File: src/rtl/seq_detect_param.sv
// Serial pattern detector for a valid-qualified bit stream. It supports overlapping or
// non-overlapping detection and keeps a saturating match counter with a sticky saturation flag.
module seq_detect_param #(
    parameter int               PAT_W   = 4,
    parameter logic [PAT_W-1:0] PATTERN = 4'b1101,
    parameter int               CNT_W   = 8
) (
    input  logic             clk,
    input  logic             rst,
    input  logic             in,
    input  logic             in_vld,
    input  logic             ovl_en,
    input  logic             clr_cnt,
    output logic             out,
    output logic [CNT_W-1:0] match_cnt,
    output logic             cnt_sat
);
    localparam int                FILL_W    = $clog2(PAT_W + 1);
    localparam logic [FILL_W-1:0] FILL_FULL = FILL_W'(PAT_W);
    localparam logic [FILL_W-1:0] FILL_THR  = FILL_W'(PAT_W - 1);
    localparam logic [CNT_W-1:0]  CNT_MAX   = '1;

    // The completing bit always pushes the oldest bit out of the window.
    // Only the newest PAT_W-1 bits of history therefore ever feed a comparison.
    logic [PAT_W-2:0]  r_hist;
    logic [FILL_W-1:0] r_fill;
    logic              r_out;
    logic [CNT_W-1:0]  r_cnt;
    logic              r_sat;

    logic [PAT_W-1:0]  w_window;
    logic              w_match;

    assign w_window = {r_hist, in};
    assign w_match  = in_vld && (w_window == PATTERN) && (r_fill >= FILL_THR);

    // NOTE: every register here is written with <= so all updates see pre-edge values.
    always_ff @(posedge clk or posedge rst) begin
        if (rst) begin
            r_hist <= '0;
            r_fill <= '0;
            r_out  <= 1'b0;
            r_cnt  <= '0;
            r_sat  <= 1'b0;
        end else begin
            r_out <= w_match;

            if (in_vld) begin
                r_hist <= w_window[PAT_W-2:0];
                if (w_match && !ovl_en)
                    r_fill <= '0;
                else if (r_fill != FILL_FULL)
                    r_fill <= r_fill + FILL_W'(1);
            end

            // Clear takes priority, but a match on the same edge is still counted.
            if (clr_cnt) begin
                r_cnt <= w_match ? CNT_W'(1) : '0;
                r_sat <= 1'b0;
            end else if (w_match) begin
                if (r_cnt == CNT_MAX)
                    r_sat <= 1'b1;
                else
                    r_cnt <= r_cnt + CNT_W'(1);
            end
        end
    end

    assign out       = r_out;
    assign match_cnt = r_cnt;
    assign cnt_sat   = r_sat;

endmodule

File: config.mk
export PLATFORM = sky130hd
export DESIGN_NAME = seq_detect_param
export DESIGN_NICKNAME = d
export VERILOG_FILES = /design/src/rtl/seq_detect_param.sv
export SDC_FILE = /design/constraint.sdc
export NUM_CORES = 1
export LEC_CHECK = 0
export BUFFER_PORTS_ARGS = -buffer_cell sky130_fd_sc_hd__buf_2
export CAP_MARGIN = 20
export CORE_UTILIZATION = 40
export DETAILED_ROUTE_END_ITERATION = 12
export PLACE_DENSITY = 0.7
export SKIP_CTS_REPAIR_TIMING = 1
export SYNTH_ARGS = -nofsm -noshare
export SYNTH_HDL_FRONTEND = slang
export SYNTH_SLANG_ARGS = --single-unit
File: constraint.sdc
create_clock -name clk -period 3.3 [get_ports clk]
set_clock_uncertainty 0.05 [all_clocks]
set_input_delay 0.165 -clock clk [delete_from_list [all_inputs] [get_ports clk]]
set_output_delay 0.165 -clock clk [all_outputs]
set_load 0.02 [all_outputs]
==> results.toml, run 1 <==
[detailed_routing]
wl_met1_um = 752
wl_met2_um = 646
wl_um = 1460
final_antenna_net_count = 0
firstDrtPassIters = 3
via_count = 683
met3WireLength_um = 62
top_layer = "met3"
wl_per_cell_um = 11.6
drt_first_iter_violations = 11
drc = 0
vias_per_cell = 5.42

[clock_network]
worstSkewPairLatency_ns = 0.28
h-tree-depth = 1
cts_buffers = 3
clockBufferDepth = 2
cts_tree = "done"
clock_sinks = 16
path_clk_slew_ns = 0.09
root_buffer = "clkbuf_4"

[die]
die_w_um = 48.3
io_pins = 16
row_count = 16
die_h_um = 48.3
dieArea_mm2 = 0.00233
initial_core_util = 0.432
core_mm2 = 0.00198

[synth]
synthCells = 85
ys_warn_count = 0
synth_area_um2 = 857
ys_types = 31
synth_seq_cells = 16
avgSynthCellArea_um2 = 10.1
synth.yosys.seq_area_share = 0.467
syn-num-nets = 95

[min_path]
holdPathStages = 2
min_path_type = "input pin to flop"

[sta]
finalCritPeriodShare = 0.653
max_freq_mhz = 464
slew-limit-headroom = 0.601
finalHoldViolCount = 0
report.final.slew_viol_count = 0
setup_viol = 0
tightest_slew_ns = 0.598
fin_tns_setup_ns = 0
fin_crit_ns = 2.15
rsz0062_at_grt = "false"

[critical_path]
r2r-start = "r_fill[0]$_DFFE_PP0P_"
regToRegSetupSlack_ns = 1.15
cp_max_fo = 11
required_ns = 3.44
crit_type = "flop to flop"
r2r-end = "match_cnt[4]$_DFFE_PP0P_"
crit_path_start = "r_fill[0]$_DFFE_PP0P_"
endpoint_kind = "flop"
endpoint = "match_cnt[4]$_DFFE_PP0P_"
arrival_ns = 2.29
startpoint_type = "flop"
r2r_cells = 7

[grt]
grt_max_degree = 17
grt_use_total = 0.152
overflow = 0
grt_pass1_vias = 556
grt_pass1_wl_um = 2440
antenna_found_initial = 0

[placement]
port_buffers = 15
place.gp.congestion = 0.838
detailed_place_hpwl_um = 1080

[final_layout]
post-route-util = 0.487
synthToLayoutAreaGrowth_pct = 12.6
drive_gt1_frac = 0.222
n_antenna_cell = 0
fin_nets = 111
final_cell_mix = "dfrtp_1 (16), buf_2 (15), inv_1 (6)"
mostFrequentLayoutCell = "dfrtp_1"

[run]
cap_violations = 0

[power]
irDropWorstVdd_uv = 303
power.total_mw = 0.455
power_density_mw_per_mm2 = 471
leakagePower_nw = 0.453

[outcome]
status = "finished clean"
[cell usage after synthesis]
cell        n  area [µm²]
nor3_1      4        20.0
a31oi_1     1        6.26
and2_1      1        6.26
ha_1        4        50.1
nand3b_1    1        7.51
a21oi_1     5        25.0
o21a_1      1        7.51
nand2_1     2        7.51
nand4_1     3        18.8
clkinv_1    1        3.75
buf_6       2        22.5
o2bb2ai_1   1        8.76
a41oi_1     1        8.76
o31ai_1     2        15.0
or2b_1      1        7.51
o21ai_0     5        25.0
dfrtp_1    16         400
clkbuf_1    3        11.3
inv_1       6        22.5
or4_1       2        15.0
nand3_1     3        15.0
nand2b_1    1        6.26
a211oi_1    1        7.51
and4_1      3        26.3
a311oi_1    3        26.3
mux2_2      3        33.8
a41o_1      1        10.0
or3_4       1        11.3
and3_1      1        6.26
nor4_1      1        6.26
nor2_1      5        18.8
[metal layers]
metal | track usage | vias up
met3 | 0.0556 | 0
met4 | 0.0333 | 0
li1 | - | 348
met5 | 0 | -
met1 | 0.211 | 321
met2 | 0.224 | 14
[stage by stage]
stage | hold WS, ns | setup WS (ns) | cell area [µm²] | instances
2_1_floorplan | 0.0287 | 1.37 | 857 | 85
3_3_place_gp | 0.214 | 1.27 | 932 | 122
3_5_place_dp | 0.215 | 1.15 | 932 | 122
4_1_cts | -0.0944 | 1.14 | 955 | 125
5_1_grt | 0.0769 | 0.949 | 965 | 126
6_report | 0.0843 | 1.15 | 965 | 126
[sequential cells by signal, indices dropped and copies added (netlist names)]
| register | cells |
|---|---|
| cnt_sat | 1 |
| match_cnt | 8 |
| out | 1 |
| r_fill | 3 |
| r_hist | 3 |
[worst max-delay path: stages (launching register included)]
cell and delay [ns]:
dfrtp_1 0.44, ha_1 0.22, ha_1 0.17, a211oi_1 0.18, or3_4 0.22, clkinv_1 0.24, and4_1 0.29, a311oi_1 0.26
[where the power goes]
| group | switching [mW] | internal (mW) |
|---|---|---|
| logic | 0.0533 | 0.0534 |
| clock network | 0.0571 | 0.0423 |
| registers | 0.0263 | 0.222 |
| total | 0.137 | 0.318 |
[worst min path at each step]
stage | startpoint | to | slack, ns
6_report | in | r_hist[0]$_DFFE_PP0P_ | 0.08
5_1_grt | in | r_hist[0]$_DFFE_PP0P_ | 0.08
4_1_cts | rst | match_cnt[6]$_DFFE_PP0P_ | -0.09
3_5_place_dp | rst | match_cnt[7]$_DFFE_PP0P_ | 0.22
3_3_place_gp | rst | match_cnt[7]$_DFFE_PP0P_ | 0.21
2_1_floorplan | rst | cnt_sat$_DFFE_PP0P_ | 0.03
[cell type report]
| cell class | instances | area [µm²] |
|---|---|---|
| flip-flops and latches | 16 | 400 |
| fillers | 188 | 1020 |
| inverters | 7 | 26.3 |
| well taps | 27 | 33.8 |
| repair buffers | 16 | 85.1 |
| clock buffers | 3 | 22.5 |
| multi-input cells | 57 | 397 |
[cells by family after synthesis]
group,Yosys count,synth area share
and+or+nand+nor,29,0.201
muxes,3,0.0394
adders and majority gates,4,0.0584
AOI/OAI and AO/OA,21,0.164
buffers and inverters,12,0.0701
DFF,16,0.467
Note: power is estimated with default switching activity, not from simulation.
==> run 2, diff against run 1 <==
Clock period 3.3 ns to 2 ns, I/O delays scaled along.
==> results.toml, run 2 (synthesis gave the netlist of run 1 again) <==
[detailed_routing]
wl_per_cell_um = 14.6
final_antenna_net_count = 0
firstDrtPassIters = 4
drc = 0
wl_um = 1990
via_count = 783
drt_first_iter_violations = 23
vias_per_cell = 5.76

[grt]
grt_pass1_wl_um = 2840
grt_use_total = 0.178
antenna_found_initial = 0
grt_pass1_vias = 659
grt_max_degree = 17
overflow = 0

[sta]
hold_ws_ns = 0.0181
tightest_slew_ns = 0.634
finalCritPeriodShare = 0.970
setup_viol = 0
worst_slack_ns = 0.0601
finalHoldViolCount = 0
report.final.slew_viol_count = 0
fin_crit_ns = 1.94
fin_tns_setup_ns = 0
max_freq_mhz = 515
slew-limit-headroom = 0.577

[critical_path]
regToRegSetupSlack_ns = 0.06
crit_type = "flop to flop"
r2r-start = "r_fill[1]$_DFFE_PP0P_"
r2r-end = "match_cnt[5]$_DFFE_PP0P_"
startpoint_type = "flop"
arrival_ns = 2.11
r2r_cells = 6
required_ns = 2.17
cp_max_fo = 6
endpoint_kind = "flop"

[die]
die_w_um = 48.3
initial_core_util = 0.432
die_h_um = 48.3
core_mm2 = 0.00198
row_count = 16
dieArea_mm2 = 0.00233
io_pins = 16

[placement]
dp_slack_ns = -0.0294
placedCellCount = 127
port_buffers = 15
detailed_place_hpwl_um = 1340
dpl-instance-area_um2 = 970
place.gp.congestion = 0.813

[final_layout]
mostFrequentLayoutCell = "dfrtp_1"
fin_nets = 120
synthToLayoutAreaGrowth_pct = 25.8
n_antenna_cell = 0
post-route-util = 0.544
largest_register_ff_count = 8
final_cell_mix = "dfrtp_1 (16), buf_2 (15), buf_4 (9), inv_1 (6)"
drive_gt1_frac = 0.376
layout.cells.non_filler = 136
finalInstanceArea_mm2 = 0.00108

[min_path]
hp-start = "in"
hold_path_end = "r_hist[0]$_DFFE_PP0P_"
min_path_type = "input pin to flop"
holdPathStages = 2

[clock_network]
path_clk_slew_ns = 0.10
worstSkewPairLatency_ns = 0.28
clock_sinks = 16
cts_buffers = 3
root_buffer = "clkbuf_4"
clockBufferDepth = 2
cts_tree = "done"
h-tree-depth = 1

[power]
irDropWorstVdd_uv = 637
power_density_mw_per_mm2 = 792
leakagePower_nw = 0.503
power.total_mw = 0.854

[outcome]
status = "finished clean"

[run]
cap_violations = 0
[run 2: cell types whose count changed in the layout (fill, tap and decap cells not counted), sizes merged]
| cell | previous run | this run |
|---|---|---|
| buf | 15 | 24 |
| clkinv | 1 | 0 |
| clkbuf | 3 | 4 |
| clkinvlp | 0 | 1 |
[run 2: power breakdown]
part / internal, mW / leakage [nW] / switching [mW] / total (mW)
logic: 0.122 / 0.273 / 0.118 / 0.240
registers: 0.367 / 0.209 / 0.0344 / 0.401
clock network: 0.111 / 0.0210 / 0.102 / 0.213
total: 0.600 / 0.503 / 0.255 / 0.854
[run 2: routing by layer]
| layer | share of wire | up-vias | track usage |
|---|---|---|---|
| li1 | - | 362 | - |
| met1 | 0.40 | 387 | 0.228 |
| met2 | 0.53 | 32 | 0.272 |
| met3 | 0.058 | 2 | 0.0333 |
| met4 | 0.0065 | 0 | 0.117 |
| met5 | 0 | - | 0 |
[run 2: critical path, stage by stage (launching register included)]
cell	delay, ns
dfrtp_1	0.42
ha_2	0.19
ha_2	0.15
a211oi_1	0.04
or3_4	0.42
or4_4	0.49
a21oi_2	0.12
[run 2: how the worst max path moves through the flow]
| stage | startpoint | endpoint | slack, ns | cells after the start |
|---|---|---|---|---|
| floorplan | r_fill[0]$_DFFE_PP0P_ | match_cnt[3]$_DFFE_PP0P_ | 0.07 | 7 |
| global placement | r_fill[1]$_DFFE_PP0P_ | match_cnt[4]$_DFFE_PP0P_ | 0.1 | 7 |
| detailed placement | r_fill[1]$_DFFE_PP0P_ | match_cnt[4]$_DFFE_PP0P_ | -0.03 | 7 |
| CTS | r_fill[1]$_DFFE_PP0P_ | match_cnt[4]$_DFFE_PP0P_ | -0.04 | 7 |
| global route | r_fill[1]$_DFFE_PP0P_ | match_cnt[3]$_DFFE_PP0P_ | -0.02 | 7 |
| finish | r_fill[1]$_DFFE_PP0P_ | match_cnt[5]$_DFFE_PP0P_ | 0.06 | 6 |
[run 2: layout make-up]
| cell class | instances | area (µm²) |
|---|---|---|
| Fill cell | 189 | 903 |
| Sequential cell | 16 | 400 |
| Clock buffer | 4 | 36.3 |
| Tap cell | 27 | 33.8 |
| Multi-Input combinational cell | 57 | 425 |
| Timing Repair Buffer | 25 | 153 |
| Inverter | 7 | 30.0 |
==> run 3, diff against run 2 <==
Settings changed: CORE_ASPECT_RATIO set to 1.25.
==> results.toml, run 3 (synthesis gave the netlist of run 1 again) <==
[outcome]
status = "finished, violations left"
violations = "design-rule violations"

[sta]
max_freq_mhz = 506
rsz0062_at_grt = "true"
worst_slack_ns = 0.0229
fin_tns_setup_ns = 0
tightest_slew_ns = 0.615
finalCritPeriodShare = 0.989
slew-limit-headroom = 0.589
report.final.slew_viol_count = 0
fin_crit_ns = 1.98
hold_ws_ns = 0.0191
setup_viol = 0
finalHoldViolCount = 0

[detailed_routing]
wl_per_cell_um = 14.7
wl_um = 1900
via_count = 750
final_antenna_net_count = 0
drt_first_iter_violations = 19
vias_per_cell = 5.81
firstDrtPassIters = 9
drc = 2

[die]
die_w_um = 43.4
row_count = 18
die_h_um = 53.8
dieArea_mm2 = 0.00233
initial_core_util = 0.428
io_pins = 16
core_mm2 = 0.00200

[grt]
overflow = 0
grt_pass1_wl_um = 2760
grt_use_total = 0.160
grt_pass1_vias = 662
antenna_found_initial = 0
grt_max_degree = 17

[critical_path]
required_ns = 2.15
arrival_ns = 2.12
endpoint_kind = "flop"
r2r-start = "r_fill[0]$_DFFE_PP0P_"
regToRegSetupSlack_ns = 0.02
crit_path_start = "r_fill[0]$_DFFE_PP0P_"
startpoint_type = "flop"
cp_max_fo = 8
r2r_cells = 7
r2r-end = "match_cnt[4]$_DFFE_PP0P_"
crit_type = "flop to flop"

[placement]
place.gp.congestion = 0.882
dpl-instance-area_um2 = 953
port_buffers = 15
detailed_place_hpwl_um = 1310
dp_slack_ns = -0.0781

[final_layout]
post-route-util = 0.524
n_antenna_cell = 0
synthToLayoutAreaGrowth_pct = 22.6
finalInstanceArea_mm2 = 0.00105
final_cell_mix = "dfrtp_1 (16), buf_2 (15), buf_4 (9), inv_1 (6)"
mostFrequentLayoutCell = "dfrtp_1"
drive_gt1_frac = 0.321
largest_register_ff_count = 8
fin_nets = 120

[clock_network]
cts_tree = "done"
clockBufferDepth = 2
path_clk_slew_ns = 0.10
root_buffer = "clkbuf_4"
cts_buffers = 3
worstSkewPairLatency_ns = 0.28
clock_sinks = 16
h-tree-depth = 1

[power]
p_seq_frac = 0.468
power_density_mw_per_mm2 = 810
irDropWorstVdd_uv = 516
p_sw_mw = 0.252
leakagePower_nw = 0.503
p_comb_frac = 0.285
pwr-share-clk = 0.247
p_int_mw = 0.599
swShare = 0.296

[min_path]
min_path_type = "input pin to flop"
hold_path_end = "r_hist[0]$_DFFE_PP0P_"
holdPathStages = 2
hp-start = "in"

[run]
cap_violations = 0
run 3: metal layers:
| layer | global-route usage | up-vias | share of wire |
|---|---|---|---|
| met3 | 0.0302 | 0 | 0.034 |
| met4 | 0.0313 | 0 | 0 |
| met2 | 0.308 | 22 | 0.56 |
| met1 | 0.183 | 366 | 0.41 |
| li1 | - | 362 | - |
| met5 | 0 | - | 0 |
run 3: worst max path at each step:
| stage | cells after the start | end | slack, ns |
|---|---|---|---|
| detailed placement | 7 | match_cnt[4]$_DFFE_PP0P_ | -0.08 |
| floorplan | 7 | match_cnt[3]$_DFFE_PP0P_ | 0.07 |
| finish | 7 | match_cnt[4]$_DFFE_PP0P_ | 0.02 |
| CTS | 7 | match_cnt[4]$_DFFE_PP0P_ | -0.1 |
| global placement | 7 | match_cnt[4]$_DFFE_PP0P_ | 0.1 |
| global route | 7 | match_cnt[4]$_DFFE_PP0P_ | -0.05 |
run 3: per-stage QoR:
stage | total power [mW] | instances
2_1_floorplan | 0.557 | 85
3_3_place_gp | 0.605 | 119
3_5_place_dp | 0.626 | 119
4_1_cts | 0.837 | 123
5_1_grt | 0.912 | 129
6_report | 0.851 | 129
run 3: area by class of cell:
cell class	count	area, µm²
Fill cell	190	953
Multi-Input combinational cell	57	407
Sequential cell	16	400
Timing Repair Buffer	25	153
Clock buffer	4	36.3
Inverter	7	30.0
Tap cell	20	25.0
run 3: power groups by stage:
stage	registers, mW	clock network (mW)	logic (mW)
6_report	0.399	0.210	0.242
5_1_grt	0.401	0.234	0.278
4_1_cts	0.402	0.218	0.218
3_5_place_dp	0.409	0	0.217
3_3_place_gp	0.405	0	0.200
2_1_floorplan	0.410	0	0.147
run 3: critical path, stage by stage (launching register included):
cell and delay [ns]:
dfrtp_1 0.40, ha_1 0.21, ha_1 0.18, a211oi_1 0.20, or3_4 0.23, clkinvlp_4 0.15, and4_1 0.23, a311oi_2 0.25
